<file path="src/rtl/keypad_pkg.sv">
// rtl/keypad_pkg.sv - shared types, keymap and scan classification for the keypad scanner
// Purpose: scan-result type, FSM state enum, 16-entry keymap indexed {row,col},
//          and a helper that reduces a 16-bit key matrix to NONE/SINGLE/MULTI.
// Ports: none (package).
package keypad_pkg;

  typedef enum logic [1:0] {
    RES_NONE   = 2'd0,
    RES_SINGLE = 2'd1,
    RES_MULTI  = 2'd2
  } res_kind_e;

  // code is forced to 0 for NONE/MULTI so whole-struct equality is meaningful
  typedef struct packed {
    res_kind_e  kind;
    logic [3:0] code;
  } scan_res_t;

  typedef enum logic [1:0] {
    ST_IDLE    = 2'd0,
    ST_PRESSED = 2'd1,
    ST_MULTI   = 2'd2
  } state_e;

  localparam scan_res_t RES_NONE_VAL = '{kind: RES_NONE, code: 4'h0};

  // Nibble at index {row,col}; rows top to bottom: 1 2 3 A / 4 5 6 B / 7 8 9 C / 0 F E D
  localparam logic [63:0] KEYMAP = 64'hDEF0_C987_B654_A321;

  function automatic logic [3:0] key_lookup(input logic [3:0] idx);
    return KEYMAP[{idx, 2'b00} +: 4];
  endfunction

  function automatic scan_res_t classify(input logic [15:0] keys);
    scan_res_t  res;
    logic [4:0] cnt;
    logic [3:0] idx;
    cnt = '0;
    idx = '0;
    for (int i = 0; i < 16; i++) begin
      if (keys[i]) begin
        cnt = cnt + 5'd1;
        idx = 4'(i);
      end
    end
    res = RES_NONE_VAL;
    if (cnt == 5'd1) begin
      res.kind = RES_SINGLE;
      res.code = key_lookup(idx);
    end else if (cnt > 5'd1) begin
      res.kind = RES_MULTI;
    end
    return res;
  endfunction

endpackage

</file>
<file path="src/rtl/scan_tick_gen.sv">
// rtl/scan_tick_gen.sv - free-running dwell counter with a one-cycle tick
// Purpose: counts 0..DIV-1 and asserts tick_o while the count is DIV-1.
// Ports: clk_i clock, rst_i async active-high reset, tick_o one-cycle tick.
module scan_tick_gen #(
  parameter int DIV = 4
) (
  input  logic clk_i,
  input  logic rst_i,
  output logic tick_o
);

  localparam int CNT_W = (DIV > 1) ? $clog2(DIV) : 1;
  localparam logic [CNT_W-1:0] LAST = CNT_W'(DIV - 1);

  logic [CNT_W-1:0] cnt_q, cnt_d;

  always_comb begin
    cnt_d = cnt_q + 1'b1;
    if (cnt_q == LAST) cnt_d = '0;
  end

  always_ff @(posedge clk_i or posedge rst_i) begin
    if (rst_i) cnt_q <= '0;
    else       cnt_q <= cnt_d;
  end

  assign tick_o = (cnt_q == LAST);

endmodule

</file>
<file path="src/rtl/keypad_scanner.sv">
// rtl/keypad_scanner.sv - 4x4 matrix keypad scanner with whole-scan debounce
// Purpose: drives one column low at a time, samples synchronized active-low
//          rows at end of dwell, debounces full-scan results and reports keys.
// Ports: clk_i clock, rst_i async active-high reset, row_n_i[3:0] rows (active-low),
//        col_n_o[3:0] column drive (one low), key_code_o[3:0] committed key,
//        key_valid_o new-key strobe, key_down_o key held, multi_key_o 2+ keys held.
module keypad_scanner
  import keypad_pkg::*;
#(
  parameter int CLK_HZ         = 100_000_000,
  parameter int SCAN_HZ        = 1000,
  parameter int DEBOUNCE_SCANS = 4
) (
  input  logic       clk_i,
  input  logic       rst_i,
  input  logic [3:0] row_n_i,
  output logic [3:0] col_n_o,
  output logic [3:0] key_code_o,
  output logic       key_valid_o,
  output logic       key_down_o,
  output logic       multi_key_o
);

  localparam int         DIV = CLK_HZ / SCAN_HZ;
  localparam logic [3:0] DEB = 4'(DEBOUNCE_SCANS);

  logic       tick;
  logic [3:0] row_s1_q, row_s2_q;
  logic [1:0] col_idx_q, col_idx_d;
  logic [15:0] keys_q, keys_d;
  logic       scan_done;
  scan_res_t  scan_res;
  scan_res_t  prev_q, prev_d;
  scan_res_t  committed_q, committed_d;
  logic [3:0] stable_q, stable_d;
  logic       commit;
  state_e     state_q, state_d;
  logic [3:0] key_code_q, key_code_d;
  logic       key_valid_q, key_valid_d;
  logic       key_down_q, key_down_d;
  logic       multi_key_q, multi_key_d;

  scan_tick_gen #(.DIV(DIV)) u_tick (
    .clk_i  (clk_i),
    .rst_i  (rst_i),
    .tick_o (tick)
  );

  // Rows are closed-low; store them as 1 = pressed in the matrix at {row,col}
  always_comb begin
    keys_d    = keys_q;
    col_idx_d = col_idx_q;
    if (tick) begin
      for (int r = 0; r < 4; r++) keys_d[{2'(r), col_idx_q}] = ~row_s2_q[r];
      col_idx_d = col_idx_q + 2'd1;
    end
  end

  // keys_d already contains column 3's fresh sample, so the result is complete
  assign scan_done = tick && (col_idx_q == 2'd3);
  assign scan_res  = classify(keys_d);

  always_comb begin
    prev_d      = prev_q;
    stable_d    = stable_q;
    committed_d = committed_q;
    commit      = 1'b0;
    if (scan_done) begin
      prev_d = scan_res;
      if (scan_res == prev_q) stable_d = (stable_q >= DEB) ? DEB : stable_q + 4'd1;
      else                    stable_d = 4'd1;
      if (stable_d == DEB && scan_res != committed_q) begin
        commit      = 1'b1;
        committed_d = scan_res;
      end
    end
  end

  always_comb begin
    state_d     = state_q;
    key_code_d  = key_code_q;
    key_valid_d = 1'b0;
    key_down_d  = key_down_q;
    multi_key_d = multi_key_q;
    if (commit) begin
      case (scan_res.kind)
        RES_SINGLE: begin
          // Leaving MULTI always re-strobes, even for the same code
          if (state_q != ST_PRESSED || scan_res.code != key_code_q) key_valid_d = 1'b1;
          key_code_d  = scan_res.code;
          key_down_d  = 1'b1;
          multi_key_d = 1'b0;
          state_d     = ST_PRESSED;
        end
        RES_MULTI: begin
          key_down_d  = 1'b0;
          multi_key_d = 1'b1;
          state_d     = ST_MULTI;
        end
        default: begin
          key_down_d  = 1'b0;
          multi_key_d = 1'b0;
          state_d     = ST_IDLE;
        end
      endcase
    end
  end

  always_ff @(posedge clk_i or posedge rst_i) begin
    if (rst_i) begin
      row_s1_q    <= 4'hF;
      row_s2_q    <= 4'hF;
      col_idx_q   <= 2'd0;
      keys_q      <= '0;
      prev_q      <= RES_NONE_VAL;
      committed_q <= RES_NONE_VAL;
      stable_q    <= '0;
      state_q     <= ST_IDLE;
      key_code_q  <= '0;
      key_valid_q <= 1'b0;
      key_down_q  <= 1'b0;
      multi_key_q <= 1'b0;
    end else begin
      row_s1_q    <= row_n_i;
      row_s2_q    <= row_s1_q;
      col_idx_q   <= col_idx_d;
      keys_q      <= keys_d;
      prev_q      <= prev_d;
      committed_q <= committed_d;
      stable_q    <= stable_d;
      state_q     <= state_d;
      key_code_q  <= key_code_d;
      key_valid_q <= key_valid_d;
      key_down_q  <= key_down_d;
      multi_key_q <= multi_key_d;
    end
  end

  // Column moves on the edge that latches the tick sample, never mid-sample
  assign col_n_o     = ~(4'b0001 << col_idx_q);
  assign key_code_o  = key_code_q;
  assign key_valid_o = key_valid_q;
  assign key_down_o  = key_down_q;
  assign multi_key_o = multi_key_q;

endmodule

</file>
<file path="config.mk">
export PLATFORM = sky130hd
export DESIGN_NAME = keypad_scanner
export DESIGN_NICKNAME = d
export VERILOG_FILES = /design/src/rtl/keypad_pkg.sv /design/src/rtl/scan_tick_gen.sv /design/src/rtl/keypad_scanner.sv
export SDC_FILE = /design/constraint.sdc
export NUM_CORES = 1
export LEC_CHECK = 0
export BUFFER_PORTS_ARGS = -buffer_cell sky130_fd_sc_hd__buf_2
export CORE_AREA = 8 8 129 131
export CTS_CLUSTER_DIAMETER = 40
export DETAILED_ROUTE_END_ITERATION = 10
export DIE_AREA = 0 0 137 139
export GPL_TIMING_DRIVEN = 1
export PLACE_DENSITY_LB_ADDON = 0.15
export SLEW_MARGIN = 20
export SYNTH_ARGS = -nofsm -noshare
export SYNTH_HDL_FRONTEND = slang
export SYNTH_SLANG_ARGS = --single-unit
</file>
<file path="constraint.sdc">
create_clock -name clk_i -period 30.1 [get_ports clk_i]
set_clock_uncertainty 0.2 [all_clocks]
set_input_delay 9.03 -clock clk_i [delete_from_list [all_inputs] [get_ports clk_i]]
set_output_delay 9.03 -clock clk_i [all_outputs]
set_load 0.05 [all_outputs]
</file>
==> results.toml <==
[cells_and_area]
nets = 676
multi_input_area_sq_um = 3851
design_area_sq_um = 6201
nFillCells = 1466
fin_util = 0.4204
syn2layout_area_growth_pct = 9.187
n_antenna_cell = 0
seq_area_sq_um = 1612
layout-drive-gt1-share = 0.1582

[synth]
yosysTopAreaCellShare = 0.2468
syn_area_sq_um = 5679
synth-xor-area-share = 0.1465
synth_compound_area_frac = 0.1948
yosysMostFrequentCell = "nand2_1"
synthCells = 636
syn_area_per_cell_sq_um = 8.930
ys_types = 99
synth.area.top_cells = "dfrtp_1, xnor2_1, ha_1"
async_flop_share = 1.000
ys_warn_count = 0
synth.largest_area_cell = "dfrtp_1"
syn_nets = 666
synth_commonest_cells = "nand2_1, dfrtp_1, nor2_1, xnor2_1, a21oi_1"
synth-edff-count = 0
synth_top_family_by_area = "simple AND/OR/NAND/NOR gates"
yosys.area_share.simple = 0.2260
seq_area_frac_synth = 0.2838
synthAdderAreaFrac = 0.05662
synthFlopType = "dfrtp_1"
synth-seq-cells = 64
synthMuxAreaShare = 0.05420

[critical_path]
crit_buf_inv = 2
cp.arrival_ps = 12670
crit_slowest_cell = "nor4b_4"
path_max_fanout = 12
critPathTopFamily = "compound AO/OA/AOI/OAI gates"
crit_top_cell = "ha_1"
end_kind = "register"
start_kind = "register"
required_ps = 30120
critical_path_class = "register to register"
critPathMaxStageDelay_ps = 730

[power]
swShare = 0.2128
power_per_cell_area_nw_per_um2 = 31.03
pwr-share-seq = 0.457
pwr-share-comb = 0.014
p_clk_frac = 0.529
p_sw_w = 0.00004095
internal_power_w = 0.0001515
vdd_drop_max_v = 0.00002842
total_leakage_power_nw = 2.771

[sta]
setup_viol = 0
max_freq_mhz = 79.05
rsz0062_at_grt = "false"
maxSlewHeadroom = 0.3762
finalCritPeriodShare = 0.4203
layout_min_cycle_time_ps = 12650
finalMaxSlewViolations = 0
finalSetupTns_ps = 0
tightestPinTransition_ps = 929.5
final_hold_viol_count = 0
hold_ws_ps = 155.4

[routing]
post_drt_wl_per_cell_um = 16.71
drt-vias-per-instance = 5.578
finalWirelength_um = 14020
ant_nets = 0
via_count = 4680
dr.pass1.iters = 5
drc = 0
drt-initial-drc-count = 403

[clock_tree]
cts.clk_slew.worst_paths_ps = 50
clock-sinks = 64
cts-root-buf = "clkbuf_16"
cts_buffers = 9
cts_tree = "yes"
cts-resized-gates = 0
worstSkewPairLatency_ps = 340
htree_levels = 3
ctsHoldBuffers = 0
post_cts_buffers = 0
clock_path_buffers = 2

[placement]
place.gp.congestion = 0.8556
hpwl_um = 10680
port_buffers = 16
postPlaceCellArea_sq_um = 5919

[floorplanning]
start_util = 0.3850
io_pins = 17
row_count = 45
fp.coreArea_sq_um = 14750
dieWidth_um = 137
die_h_um = 139
dieArea_sq_um = 19040

[global_routing]
grt_pass1_vias = 4555
grt_max_degree = 65
grt_pass1_wl_um = 23780
antenna_found_initial = 0
grt_overflow = 0
track_usage = 0.1533

[min_path]
hp-class = "register to register"

[flow_run]
cap_violations = 0

[outcome]
outcome = "finished clean"
[kinds of logic (layout without fill, tap and decap cells)]
family,Yosys count,count (layout)
buffers and inverters,52,67
xor gates and xnor gates,80,80
AOI/OAI and AO/OA,156,156
DFF,64,64
adders and majority gates,26,26
and+or+nand+nor,231,231
muxes,27,27
[layout by cell type, fill, tap and decap left out, types with 22 or more instances in the layout]
| cell | instances |
|---|---|
| a21oi_1 | 33 |
| dfrtp_1 | 56 |
| ha_1 | 24 |
| inv_1 | 25 |
| nand2_1 | 67 |
| nand3_1 | 22 |
| nor2_1 | 55 |
| o21ai_0 | 32 |
| xnor2_1 | 41 |
| xor2_1 | 29 |
[path summary, 6_finish.rpt]
| check | cells past startpoint | end | slack, ps | start |
|---|---|---|---|---|
| worst min register to register | 0 | row_s2_q[3] | 160 | row_s1_q[3] |
| worst max register to register | 51 | key_code_o[1] | 17450 | u_tick.cnt_q[0] |
| worst min-delay path | 0 | row_s2_q[3] | 160 | row_s1_q[3] |
| min in group asynchronous | 3 | key_valid_o | 8710 | rst_i |
| max in group asynchronous | 3 | col_idx_q[0] | 20440 | rst_i |
| worst max-delay path | 51 | key_code_o[1] | 17450 | u_tick.cnt_q[0] |
[through the flow]
stage / setup slack (ps) / instances / power, W
floorplan: 18740 / 636 / 0.00009082
global placement: 17840 / 823 / 0.00009215
detailed placement: 17430 / 823 / 0.00009219
CTS: 17420 / 839 / 0.0001955
global route: 16530 / 839 / 0.0001996
finish: 17450 / 839 / 0.0001924
[cell type report]
class,instances,share of cell area
multi-input combinational,520,0.6211
sequential,64,0.2599
clock buffer,12,0.03814
tap,188,0.03793
inverter,33,0.02038
timing repair buffer,18,0.01533
clock inverter,4,0.007264
[power by group through the flow]
stage	Sequential, W	Clock, W	Combinational (W)
after floorplan	0.0000887	0	0.00000208
after global placement	0.0000894	0	0.00000279
after detailed placement	0.0000894	0	0.00000284
after CTS	0.0000879	0.000105	0.00000283
after global routing	0.0000879	0.000109	0.00000314
final	0.0000879	0.000102	0.00000263
[worst reg2reg max path: cells and delay by family, from the launching register on]
family	cells	cell delay (ps)
simple gates	15	3340
mux	3	660
compound gates	16	3690
buf+inv	2	170
fa+ha+maj	10	3240
flops	1	380
xor+xnor	5	870
[per-layer routing]
metal / routed length [um] / global-route usage / vias to the layer above
li1: - / - / 2320
met1: 6680 / 0.2074 / 2269
met2: 6706 / 0.2379 / 77
met3: 437 / 0.03370 / 14
met4: 199 / 0.04405 / 0
met5: 0 / 0 / -
[state kept, by name (all words and copies together), names as in the netlist]
name	count
u_tick.cnt_q	17
keys_q	16
prev_q	6
committed_q	5
key_code_o	4
row_s1_q	4
row_s2_q	4
stable_q	4
col_idx_q	2
key_down_o	1
key_valid_o	1
Note: power is estimated with default switching activity, not from simulation.
